`src/rtl/player_pkg.sv`:
```
// Shared types and helpers for the multi-lane note player: coordinate width,
// luma arithmetic and the strum state encoding.
package player_pkg;

  localparam int COORD_W_DEF = 12;
  localparam int LUMA_W      = 8;
  localparam int LUMA_SUM_W  = 10;

  typedef enum logic [1:0] {
    IDLE  = 2'd0,
    STRUM = 2'd1,
    GAP   = 2'd2
  } strum_state_t;

  // (R + 2G + B) / 4; the 10-bit sum cannot overflow for 8-bit channels.
  function automatic logic [LUMA_W-1:0] luma(input logic [23:0] rgb);
    logic [LUMA_SUM_W-1:0] sum;
    sum = {2'b00, rgb[23:16]} + {1'b0, rgb[15:8], 1'b0} + {2'b00, rgb[7:0]};
    return sum[LUMA_SUM_W-1:2];
  endfunction

endpackage

```
`src/rtl/player_lane_filter.sv`:
```
// One note lane: matches the lane's screen coordinate, latches a hit within the
// frame and runs the consecutive-frame saturating counter behind the fret.
module player_lane_filter
  import player_pkg::*;
#(
  parameter int COORD_W       = COORD_W_DEF,
  parameter int FILTER_FRAMES = 3
) (
  input  logic               clk,
  input  logic               srst,
  input  logic               pix_valid_i,
  input  logic               luma_hit_i,
  input  logic [COORD_W-1:0] x_i,
  input  logic [COORD_W-1:0] y_i,
  input  logic [COORD_W-1:0] lane_x_i,
  input  logic [COORD_W-1:0] lane_y_i,
  input  logic               commit_i,
  input  logic               discard_i,
  input  logic               mask_i,
  output logic               fret_raw_o,
  output logic               onset_o
);

  localparam int CNT_W = 4;

  logic             hit_q, hit_d;
  logic [CNT_W-1:0] cnt_q, cnt_d;
  logic             fret_q, fret_d;
  logic             hit_now, frame_hit;

  always_comb begin
    hit_now   = pix_valid_i & luma_hit_i & (x_i == lane_x_i) & (y_i == lane_y_i);
    // A pixel landing in the commit cycle still belongs to the closing frame.
    frame_hit = hit_q | hit_now;
    hit_d     = frame_hit;
    cnt_d     = cnt_q;
    if (commit_i || discard_i) hit_d = 1'b0;
    if (commit_i) begin
      if (!mask_i || !frame_hit)                 cnt_d = '0;
      else if (cnt_q != CNT_W'(FILTER_FRAMES))   cnt_d = cnt_q + 1'b1;
    end
  end

  assign fret_d = (cnt_q == CNT_W'(FILTER_FRAMES));

  always_ff @(posedge clk) begin
    if (srst) begin
      hit_q  <= 1'b0;
      cnt_q  <= '0;
      fret_q <= 1'b0;
    end else begin
      hit_q  <= hit_d;
      cnt_q  <= cnt_d;
      fret_q <= fret_d;
    end
  end

  assign fret_raw_o = fret_q;
  assign onset_o    = fret_d & ~fret_q;

endmodule

```
`src/rtl/player_multilane.sv`:
```
// Multi-lane note detector: samples one pixel per lane each frame, debounces
// the hits into frets and emits frame-timed strum pulses on note onsets.
module player_multilane
  import player_pkg::*;
#(
  parameter int NUM_LANES     = 5,
  parameter int COORD_W       = COORD_W_DEF,
  parameter int LUMA_THRESH   = 128,
  parameter int FILTER_FRAMES = 3,
  parameter int STRUM_W       = 4
) (
  input  logic                             CLK,
  input  logic                             RST,
  input  logic                             Enable,
  input  logic                             HSync,
  input  logic                             VSync,
  input  logic                             VDE,
  input  logic [23:0]                      RGB,
  input  logic [NUM_LANES*2*COORD_W-1:0]   LanePos,
  input  logic [NUM_LANES-1:0]             LaneMask,
  input  logic [STRUM_W-1:0]               StrumTime,
  output logic [NUM_LANES-1:0]             Frets,
  output logic                             Strum,
  output logic [NUM_LANES+2:0]             Status
);

  logic               hs0_q, vs0_q, de0_q, hs1_q, vs1_q, de1_q;
  logic [23:0]        rgb0_q;
  logic [COORD_W-1:0] x_q, x_d, y_q, y_d;
  logic               synced_q, commit_q;
  logic               vs_edge, hs_edge, de_fall, commit, discard, luma_hit;
  strum_state_t       state_q, state_d;
  logic [STRUM_W-1:0] frames_q, frames_d;
  logic               pending_q, pending_d;
  logic [NUM_LANES-1:0] frets_raw, onset;
  logic               strum_raw, onset_any;

  assign vs_edge  = vs0_q & ~vs1_q;
  assign hs_edge  = hs0_q & ~hs1_q;
  assign de_fall  = ~de0_q & de1_q;
  assign commit   = vs_edge & synced_q;
  assign discard  = vs_edge & ~synced_q;
  assign luma_hit = (luma(rgb0_q) >= LUMA_W'(LUMA_THRESH));

  always_comb begin
    x_d = x_q;
    y_d = y_q;
    if (hs_edge)                   x_d = '0;
    else if (de0_q && x_q != '1)   x_d = x_q + 1'b1;
    if (vs_edge)                   y_d = '0;
    else if (de_fall && y_q != '1) y_d = y_q + 1'b1;
  end

  genvar gi;
  generate
    for (gi = 0; gi < NUM_LANES; gi++) begin : g_lane
      player_lane_filter #(
        .COORD_W      (COORD_W),
        .FILTER_FRAMES(FILTER_FRAMES)
      ) u_lane (
        .clk        (CLK),
        .srst       (RST),
        .pix_valid_i(de0_q),
        .luma_hit_i (luma_hit),
        .x_i        (x_q),
        .y_i        (y_q),
        .lane_x_i   (LanePos[gi*2*COORD_W+COORD_W +: COORD_W]),
        .lane_y_i   (LanePos[gi*2*COORD_W +: COORD_W]),
        .commit_i   (commit),
        .discard_i  (discard),
        .mask_i     (LaneMask[gi]),
        .fret_raw_o (frets_raw[gi]),
        .onset_o    (onset[gi])
      );
    end
  endgenerate

  // The FSM steps one cycle after the commit, when the registered frets update.
  assign onset_any = |onset;

  always_comb begin
    state_d   = state_q;
    frames_d  = frames_q;
    pending_d = pending_q;
    if (commit_q) begin
      case (state_q)
        IDLE: begin
          if (onset_any && StrumTime != '0) begin
            state_d  = STRUM;
            frames_d = StrumTime;
          end
        end
        STRUM: begin
          if (onset_any) pending_d = 1'b1;
          if (frames_q == STRUM_W'(1)) state_d  = GAP;
          else                         frames_d = frames_q - 1'b1;
        end
        GAP: begin
          pending_d = 1'b0;
          if ((pending_q || onset_any) && StrumTime != '0) begin
            state_d  = STRUM;
            frames_d = StrumTime;
          end else begin
            state_d = IDLE;
          end
        end
        default: state_d = IDLE;
      endcase
    end
  end

  always_ff @(posedge CLK) begin
    if (RST) begin
      hs0_q <= 1'b0; vs0_q <= 1'b0; de0_q <= 1'b0; rgb0_q <= '0;
      hs1_q <= 1'b0; vs1_q <= 1'b0; de1_q <= 1'b0;
      x_q <= '0; y_q <= '0;
      synced_q <= 1'b0; commit_q <= 1'b0;
      state_q <= IDLE; frames_q <= '0; pending_q <= 1'b0;
    end else begin
      hs0_q <= HSync; vs0_q <= VSync; de0_q <= VDE; rgb0_q <= RGB;
      hs1_q <= hs0_q; vs1_q <= vs0_q; de1_q <= de0_q;
      x_q <= x_d; y_q <= y_d;
      synced_q <= synced_q | vs_edge;
      commit_q <= commit;
      state_q <= state_d; frames_q <= frames_d; pending_q <= pending_d;
    end
  end

  assign strum_raw = (state_q == STRUM);
  assign Status    = {2'(state_q), strum_raw, frets_raw};
  assign Frets     = Enable ? frets_raw : '0;
  assign Strum     = Enable & strum_raw;

endmodule
```
`config.mk`:
```
export PLATFORM = sky130hd
export DESIGN_NAME = player_multilane
export DESIGN_NICKNAME = d
export VERILOG_FILES = /design/src/rtl/player_pkg.sv /design/src/rtl/player_lane_filter.sv /design/src/rtl/player_multilane.sv
export SDC_FILE = /design/constraint.sdc
export NUM_CORES = 1
export LEC_CHECK = 0
export ABC_AREA = 1
export BUFFER_PORTS_ARGS = -buffer_cell sky130_fd_sc_hd__buf_2
export CAP_MARGIN = 20
export CORE_MARGIN = 1.5
export CORE_UTILIZATION = 49
export CTS_CLUSTER_DIAMETER = 30
export DETAILED_ROUTE_END_ITERATION = 6
export PLACE_DENSITY = 0.79
export SYNTH_ARGS = -nofsm -noshare
export SYNTH_HDL_FRONTEND = slang
export SYNTH_HIERARCHICAL = 1
export SYNTH_SLANG_ARGS = --single-unit
```
`constraint.sdc`:
```
create_clock -name CLK -period 2.4 [get_ports CLK]
set_input_delay 0.24 -clock CLK [delete_from_list [all_inputs] [get_ports CLK]]
set_output_delay 0.24 -clock CLK [all_outputs]
set_load 0.01 [all_outputs]
```
==> run summary, run 1 <==
Outcome: complete, but fails checks
Failing checks: setup timing
FMAX: 355 MHz
Hold Path End: rgb0_q[23]
Worst-path fanout max: 8
Power per standard cell area: 431 nW/µm²
Final setup fails: 25
TritonRoute pass-1 iters: 5
DR vias: 7385
Hold Crit Start: RGB[23]
Max stage delay on crit path: 440 ps
Die height: 122 µm
Worst-Skew Late Latency: 340 ps
Global-route wire length before repair: 29.0 mm
Initial drt markers: 426
Die width: 122 µm
Hold Crit Class: in -> reg
H-tree depth: 3
Core area: 13900 µm²
CTS max path bufs: 2
Fin. max-slew vios: 0
Synth area leaders: dfxtp_1 27%, nand2_1 17%, nor2_1 13%
DRC: 0
Largest net degree at the start of global routing: 46
Antenna viol nets, final: 0
Root buf cell: clkbuf_16
Slew @ Worst Pin: 541 ps
Worst-path clk slew: 60 ps
Unrepaired setup endpoints after global routing: true
Final WL: 17.8 mm
CTS sink cnt: 93
Final Hold Vio Count: 0
Arr. time, crit path: 3090 ps
WP buf/inv: 1
Mapped cell area: 6970 µm²
Top cells by count, synth: 311 x nand2_1, 250 x nor2_1, 247 x inv_1
Mux cell area share after synthesis: 0%
Min Tclk post-route: 2820 ps
CP Cell Sequence: inv_2 -> fa_1 -> nand3b_1 -> fa_2 -> nor2_4 -> a211oi_2 -> o221ai_2 -> nand2_1 -> nor2_1 -> nand2_1 -> nor2_2 -> nand3_2 -> nand2_4 -> nand3_4 -> nand3_2 -> nand2_1 -> nor2_1
Post-synthesis sequential area ratio: 26.7%
Die area: 14900 µm²
Post-Synth Simple-Gate Area: 41.6%
Initial antenna violation count: 3
Number of global-route vias before repair: 6532
GRT overflow: 0
Initial Util: 50.2%
Reg-to-reg slack, setup: -420 ps
Pleak: 4.38 nW
Type of origin of the critical path: flip-flop
DP Wirelength: 13.9 mm
Clock skew: 6.97 ps
Hold path cells: 3
Syn nets: 1380
Synthesized area per cell: 5.82 µm²
FILL cells: 1370
Dpl ws: -428 ps
Inst Count DP: 1542
Worst setup EP type: flip-flop
Slew headroom: 63.9%
Mapped Cells: 1198
Power Total: 3.63 mW
Syn. warnings: 6
Compound-cell area share of the yosys netlist: 7.65%
Io pins: 173
Worst flop-to-flop path startpoint: rgb0_q[1]
Share of post-route cells with drive strength above 1: 18.6%
GP Congestion: 0.884
Total of max-cap violations: 0
Post-Synth XOR/XNOR Area: 4.40%
Worst vdd ir: 0.444 mV
CTS tree: built
Post-synth ARST share: 0%
Worst setup margin: -415 ps
Area Growth Syn to Fin: 21.1%
Worst r2r dst: g_lane[0].u_lane/cnt_q[3]
Primary FF master, synth: dfxtp_1
Final cycle utilization of the critical path: 117%
Vias per cell: 4.73
Fin util: 60.8%
GRT Util Overall: 24.2%
CP required: 2680 ps
Number of synthesized flops with an enable pin: 0
Most instantiated library cell after synthesis: nand2_1
Post-Layout Cell Count: 1560
Synth unique cells: 36
WL/cell: 11.4 µm
Port Buffers: 172
Crit-path leading delay family: simple AND/OR/NAND/NOR gates
Most used cell, CP: nand2_1
Largest family of logic cells by synthesized area: simple AND/OR/NAND/NOR gates
Cts bufs inserted: 9
R2r worst-path depth: 17
Final nets: 1557
Post-synth top area cell: dfxtp_1
Slowest cell on crit path: fa_1
Post-synthesis adder-cell area fraction: 4.99%
Num rows: 43
Setup CP Type: reg -> reg
Flops & latches, synth: 93
Synth top area share: 26.7%
[kinds of logic after synthesis]
| group | after synthesis |
|---|---|
| simple gates | 684 |
| buf+inv | 265 |
| compound gates | 98 |
| flops | 93 |
| xor+xnor | 35 |
| fa+ha+maj | 23 |
[final cells by class]
cell class | count | area [µm²] | share of cell area, %
Antenna cell | 1 | 2.50 | 0.0296
Clock buffer | 11 | 233 | 2.76
Clock inverter | 4 | 73.8 | 0.875
Inverter | 250 | 938 | 11.1
Multi-Input combinational cell | 840 | 4180 | 49.5
Sequential cell | 93 | 1860 | 22.1
Tap cell | 180 | 225 | 2.67
Timing Repair Buffer | 181 | 928 | 11.0
[cell usage in the layout (no fill, tap or decap), types with 2 or more instances in the layout]
cell type	instances
nand4_1	8
clkbuf_16	9
buf_4	9
dfxtp_1	92
xnor2_1	9
nor3_1	7
nand3_2	11
ha_1	15
inv_1	246
fa_1	7
nand3_4	5
bufinv_16	2
xor2_1	26
nand2_1	311
nand3_1	70
buf_2	172
nor2_4	2
and3_1	5
a211oi_1	2
or2_2	3
o21ai_1	34
nor2_1	242
o21ai_0	12
nor2_2	11
clkbuf_1	2
inv_2	4
a31oi_1	2
a21oi_2	16
a21oi_1	29
nand2_4	6
[worst max-delay path by stage]
stage | from | endpoint | slack [ps] | cells past startpoint
2_1_floorplan | rgb0_q[1] | g_lane[0].u_lane/cnt_q[0] | -140 | 16
3_3_place_gp | rgb0_q[1] | g_lane[2].u_lane/cnt_q[1] | -360 | 16
3_5_place_dp | rgb0_q[1] | g_lane[1].u_lane/cnt_q[3] | -430 | 16
4_1_cts | rgb0_q[1] | g_lane[1].u_lane/cnt_q[3] | -400 | 16
5_1_grt | rgb0_q[1] | g_lane[0].u_lane/cnt_q[3] | -660 | 17
6_report | rgb0_q[1] | g_lane[0].u_lane/cnt_q[3] | -420 | 17
[what timing repair did]
item,CTS,global route
hold buffers,0,0
cloned,0,0
endpoints found under the setup margin,25,25
pin swaps,17,7
hold endpoints to repair,0,0
buffers inserted,0,2
gates resized for setup,12,8
[metal layers]
metal	GRT usage (%)	vias to the layer above	part of all wire, %
met5	0	-	0
met4	9.52	0	3.2
met3	5.20	39	6.5
met2	41.3	220	46
met1	29.6	3177	44
li1	-	3949	-
[report_power, final]
part / internal, mW / total (mW) / leakage, nW / switching (mW)
logic: 0.237 / 0.527 / 3.47 / 0.289
registers: 1.58 / 1.62 / 0.759 / 0.0338
clock network: 0.908 / 1.49 / 0.150 / 0.582
[worst register-to-register path, stage by stage (launching register included)]
cell and delay [ps]:
dfxtp_2 320, inv_2 30, fa_1 440, nand3b_1 180, fa_2 380, nor2_4 110, a211oi_2 50, o221ai_2 240
nand2_1 90, nor2_1 90, nand2_1 70, nor2_2 130, nand3_2 110, nand2_4 120, nand3_4 150, nand3_2 110
nand2_1 60, nor2_1 90
[state kept, by name (all words and copies together), names as in the netlist]
name,cells
state_q,2
vs0_q,1
de0_q,1
hs1_q,1
g_lane.u_lane/hit_q,5
commit_q,1
g_lane.u_lane/fret_raw_o,5
frames_q,4
x_q,12
rgb0_q,24
y_q,12
pending_q,1
vs1_q,1
g_lane.u_lane/cnt_q,20
de1_q,1
synced_q,1
hs0_q,1
[per-stage QoR]
stage                     TNS (ps)  hold slack, ps  cell area, µm²
after floorplan              -2710             312            6990
after CTS                    -8240            94.7            8400
final                        -8370            99.1            8440
after global placement       -7260             414            8050
after global routing        -14070            95.1            8440
after detailed placement     -8600             411            8050
No activity file was read; power rests on OpenSTA's default activity.
==> inputs of run 2 (changes only) <==
==> constraint.sdc (replaced) <==
create_clock -name CLK -period 2.4 [get_ports CLK]
set_input_delay 0.12 -clock CLK [delete_from_list [all_inputs] [get_ports CLK]]
set_output_delay 0.12 -clock CLK [all_outputs]
set_load 0.01 [all_outputs]
==> run 2 against run 1 <==
Compared with the run above:
- the flow still finishes with violations (setup timing)
- combinational power rose by 8.0%
- final area rose by 3.2%
- clock skew barely moved
- flip-flop and latch count did not move
- sequential share of layout area fell by 0.68 points
==> run summary, run 2 (synthesized netlist as in run 1, its figures left out) <==
CTS max path bufs: 2
DR vias: 7510
Final cycle utilization of the critical path: 118%
Worst vdd ir: 0.415 mV
Core area: 13900 µm²
Register bank with the most flops: rgb0_q
Final setup fails: 25
CTS tree: built
Slowest cell on crit path: fa_1
Worst-path clk slew: 60 ps
Arr. time, crit path: 3110 ps
Vias per cell: 4.73
Crit-path leading delay family: simple AND/OR/NAND/NOR gates
Die width: 122 µm
Cts bufs inserted: 9
FMAX: 353 MHz
Slew @ Worst Pin: 569 ps
Final Hold Vio Count: 0
Number of global-route vias before repair: 6824
Max stage delay on crit path: 440 ps
Worst setup margin: -436 ps
Num rows: 43
Placed Area: 8050 µm²
Worst setup EP type: flip-flop
Root buf cell: clkbuf_16
Die area: 14900 µm²
Clock skew: 7.25 ps
Fin area: 8710 µm²
Type of origin of the critical path: flip-flop
GRT overflow: 0
CTS sink cnt: 93
H-tree depth: 3
Hold Crit Class: in -> reg
CP Cell Sequence: inv_2 -> fa_1 -> nand3b_1 -> fa_2 -> nor2_4 -> a211oi_2 -> o221ai_2 -> nand2_1 -> nor2_1 -> nand2_1 -> nor2_2 -> nand3_2 -> nand2_4 -> nand3_4 -> nand3_2 -> nand2_1 -> nor2_1
Setup CP Type: reg -> reg
Port Buffers: 172
Unrepaired setup endpoints after global routing: true
Failing checks: setup timing
Most used cell, CP: nand2_1
TritonRoute pass-1 iters: 5
Most frequent cells in the layout: 311 x nand2_1, 246 x inv_1, 242 x nor2_1
Die height: 122 µm
Worst-Skew Late Latency: 340 ps
Number of flip-flops in the largest register: 24
Power per standard cell area: 423 nW/µm²
Largest registers: rgb0_q x24, g_lane.u_lane/cnt_q x20
Worst-path fanout max: 8
WL/cell: 11.9 µm
Initial drt markers: 495
DRC: 0
Share of post-route cells with drive strength above 1: 18.3%
Initial Util: 50.2%
FILL cells: 1303
Final nets: 1584
Largest net degree at the start of global routing: 46
Global-route wire length before repair: 30.6 mm
DP Wirelength: 13.9 mm
CP required: 2680 ps
Area Growth Syn to Fin: 25.0%
Total of max-cap violations: 0
Commonest non-fill, non-tap cell in the layout: nand2_1
Outcome: complete, but fails checks
GP Congestion: 0.884
Antenna viol nets, final: 0
Initial antenna violation count: 3
Min Tclk post-route: 2840 ps
Final WL: 18.9 mm
Io pins: 173
Pleak: 4.50 nW
GRT Util Overall: 25.5%
Fin. max-slew vios: 0
WP buf/inv: 1
Power Total: 3.69 mW
Slew headroom: 62.0%
==> run 2: report_power, final <==
part | internal (mW) | switching, mW
logic | 0.267 | 0.302
clock network | 0.908 | 0.590
registers | 1.58 | 0.0355
total | 2.76 | 0.928
==> run 2: worst register-to-register path, stage by stage (launching register included) <==
cell and delay [ps]:
dfxtp_2 320, inv_2 30, fa_1 440, nand3b_1 180
fa_2 380, nor2_4 120, a211oi_2 50, o221ai_2 240
nand2_1 90, nor2_1 90, nand2_1 70, nor2_2 130
nand3_2 110, nand2_4 120, nand3_4 150, nand3_2 110
nand2_1 60, nor2_1 90
==> run 2: final cells by class <==
cell class                      count  area, µm²  area share [%]
Tap cell                          180        225            2.59
Clock buffer                       11        233            2.67
Clock inverter                      4       73.8           0.847
Antenna cell                        1       2.50          0.0287
Timing Repair Buffer              208       1200            13.8
Sequential cell                    93       1860            21.4
Inverter                          250        938            10.8
Multi-Input combinational cell    840       4180            47.9
==> run 2: per-stage QoR <==
stage / TNS [ps] / util [%] / hold slack (ps) / cells / worst slack [ps]
final: -8780 / 62.8 / 188 / 1587 / -436
after global routing: -14340 / 62.8 / 209 / 1587 / -671
after CTS: -8240 / 62.4 / 186 / 1584 / -398
after detailed placement: -8600 / 58.0 / 325 / 1542 / -428
after global placement: -7260 / 58.0 / 320 / 1542 / -359
after floorplan: -2710 / - / 192 / 1198 / -140
==> run 2: path summary, 6_finish.rpt <==
check | from | slack (ps) | endpoint | depth (start not counted)
setup / recovery | rgb0_q[1] | -440 | g_lane[0].u_lane/cnt_q[3] | 17
hold / removal | RST | 190 | frames_q[1] | 4
setup reg to reg | rgb0_q[1] | -440 | g_lane[0].u_lane/cnt_q[3] | 17
hold reg to reg | vs0_q | 420 | vs1_q | 2
==> run 2: timing repair <==
action	CTS	global route
gates cloned	0	0
endpoints found under the hold margin	27	0
pin swaps	17	7
hold buffers	27	0
buffers inserted	0	2
setup endpoints to repair	25	25
resized for setup	12	8
==> run 2: metal layers <==
| metal | track usage [%] | share of wire, % |
|---|---|---|
| met5 | 0 | 0 |
| met4 | 9.52 | 3.0 |
| met3 | 5.30 | 6.0 |
| met2 | 44.9 | 48 |
| met1 | 30.6 | 43 |
==> inputs of run 3 (changes only) <==
- TNS_END_PERCENT: unset -> 10
==> run 3 against run 2 <==
Compared with the run above:
- clock skew about the same
- wire length is 1.8% lower
- combinational power decreased by 2%
- flip-flop and latch count did not move
- critical endpoint is now g_lane[1].u_lane/cnt_q[1]
- sequential share of layout area up 0.15 points
- the flow still finishes with violations (setup timing)
- worst hold slack got worse by 180 ps
==> run summary, run 3 (synthesized netlist as in run 1, its figures left out) <==
Diodes inserted: 0
Die area: 14900 µm²
Power per standard cell area: 419 nW/µm²
Area Growth Syn to Fin: 24.1%
Register bank with the most flops: rgb0_q
Num rows: 43
Vias per cell: 4.70
CTS sink cnt: 93
Die height: 122 µm
Arr. time, crit path: 3080 ps
Port Buffers: 172
H-tree depth: 3
Die width: 122 µm
Fin. max-slew vios: 0
CP required: 2640 ps
Slew @ Worst Pin: 592 ps
Number of flip-flops in the largest register: 24
FMAX: 352 MHz
Worst-Skew Late Latency: 340 ps
GP Congestion: 0.861
Power Total: 3.62 mW
Min Tclk post-route: 2840 ps
R2r worst-path depth: 16
Hold Crit Start: RGB[9]
GRT overflow: 0
Outcome: complete, but fails checks
CTS tree: built
Share of post-route cells with drive strength above 1: 18.3%
Io pins: 173
Worst-path fanout max: 8
Commonest non-fill, non-tap cell in the layout: nand2_1
Worst-path clk slew: 70 ps
Worst vdd ir: 0.335 mV
Antenna viol nets, final: 0
Initial antenna violation count: 2
Clock skew: 7.54 ps
Unrepaired setup endpoints after global routing: true
TritonRoute pass-1 iters: 5
Slew headroom: 60.5%
Worst setup EP type: flip-flop
Pleak: 4.47 nW
Hold Crit Class: in -> reg
Worst setup margin: -438 ps
GRT Util Overall: 25.1%
WL/cell: 11.7 µm
Setup CP Type: reg -> reg
Final cycle utilization of the critical path: 118%
Buffer count from post-CTS setup fixing: 0
Largest registers: rgb0_q x24, g_lane.u_lane/cnt_q x20
Most frequent cells in the layout: 311 x nand2_1, 246 x inv_1, 243 x nor2_1
Number of global-route vias before repair: 6673
Worst r2r dst: g_lane[1].u_lane/cnt_q[1]
Hold Path End: rgb0_q[9]
Initial drt markers: 513
Reg-to-reg slack, setup: -440 ps
DRC: 0
Initial Util: 50.2%
CTS max path bufs: 2
Core area: 13900 µm²
Type of origin of the critical path: flip-flop
Dpl ws: -480 ps
Cts bufs inserted: 9
Final Hold Vio Count: 0
Worst flop-to-flop path startpoint: rgb0_q[1]
DP Wirelength: 14.0 mm
Final nets: 1579
Total of max-cap violations: 0
Largest net degree at the start of global routing: 46
Failing checks: setup timing
Final WL: 18.5 mm
Hold path cells: 3
DR vias: 7435
Final setup fails: 25
Root buf cell: clkbuf_16
Global-route wire length before repair: 30.1 mm
run 3: cell types whose count changed in the layout (fill, tap and decap cells not counted), moves of 2 or more:
cell           delta
dlygate4sd3_1     -3
a21oi_1           -4
a21oi_2           +4
buf_4             -2
nand3_1           +3
nand3_2           -3
run 3: metrics by stage:
stage                     cell area [µm²]  cells  hold slack (ps)  setup TNS, ps  util [%]
after floorplan                      6990   1198              192          -2710         -
after detailed placement             8050   1542              325          -9770      58.0
after global placement               8050   1542              318          -7150      58.0
after CTS                            8620   1582             3.45          -8200      62.1
final                                8650   1582             10.2          -8120      62.3
after global routing                 8650   1582             15.5         -12940      62.3
run 3: what timing repair did:
action,4_1_cts,5_1_grt
pin swaps,10,10
hold buffers,24,0
gates resized for setup,9,10
endpoints found under the hold margin,24,0
setup endpoints to repair,25,25
run 3: worst max-delay path: stages, from the launching register on:
cell      delay [ps]
dfxtp_2          320
inv_2             30
fa_1             440
nand3b_1         180
fa_2             350
nor2_2           110
a211oi_2          50
o221ai_2         270
nand2_1           80
nor2_1            90
nand2_1           90
nor2_2           100
nand3_2          100
nand2_4          120
nand3_4          140
a21oi_2          180
nor2_1            60
run 3: power breakdown:
group          switching, mW  internal, mW
registers             0.0341          1.58
clock network          0.626         0.819
logic                  0.297         0.263
run 3: cell type report:
class / instances / area, µm²
multi-input cells: 840 / 4170
flip-flops and latches: 93 / 1860
inverters: 250 / 938
well taps: 180 / 225
clock inverters: 6 / 71.3
repair buffers: 203 / 1150
fillers: 1314 / 5230
clock buffers: 10 / 229
run 3: worst max-delay path by stage:
stage                         start                         to  slack, ps  depth (start not counted)
after floorplan           rgb0_q[1]  g_lane[0].u_lane/cnt_q[0]       -140                         16
after global placement    rgb0_q[1]  g_lane[0].u_lane/cnt_q[0]       -390                         16
after detailed placement  rgb0_q[1]  g_lane[2].u_lane/cnt_q[1]       -480                         16
after CTS                 rgb0_q[1]  g_lane[1].u_lane/cnt_q[1]       -430                         17
after global routing      rgb0_q[1]  g_lane[1].u_lane/cnt_q[1]       -620                         16
final                     rgb0_q[1]  g_lane[1].u_lane/cnt_q[1]       -440                         16
run 3: layer usage:
layer  wire [µm]  vias to the layer above  part of all wire [%]  global-route usage [%]
met5          13                        -                 0.070                       0
met4         559                        2                   3.0                    9.81
met3        1200                       42                   6.5                    4.37
met2        8680                      221                    47                    43.3
met1        8090                     3182                    44                    31.2
li1            -                     3988                     -                       -
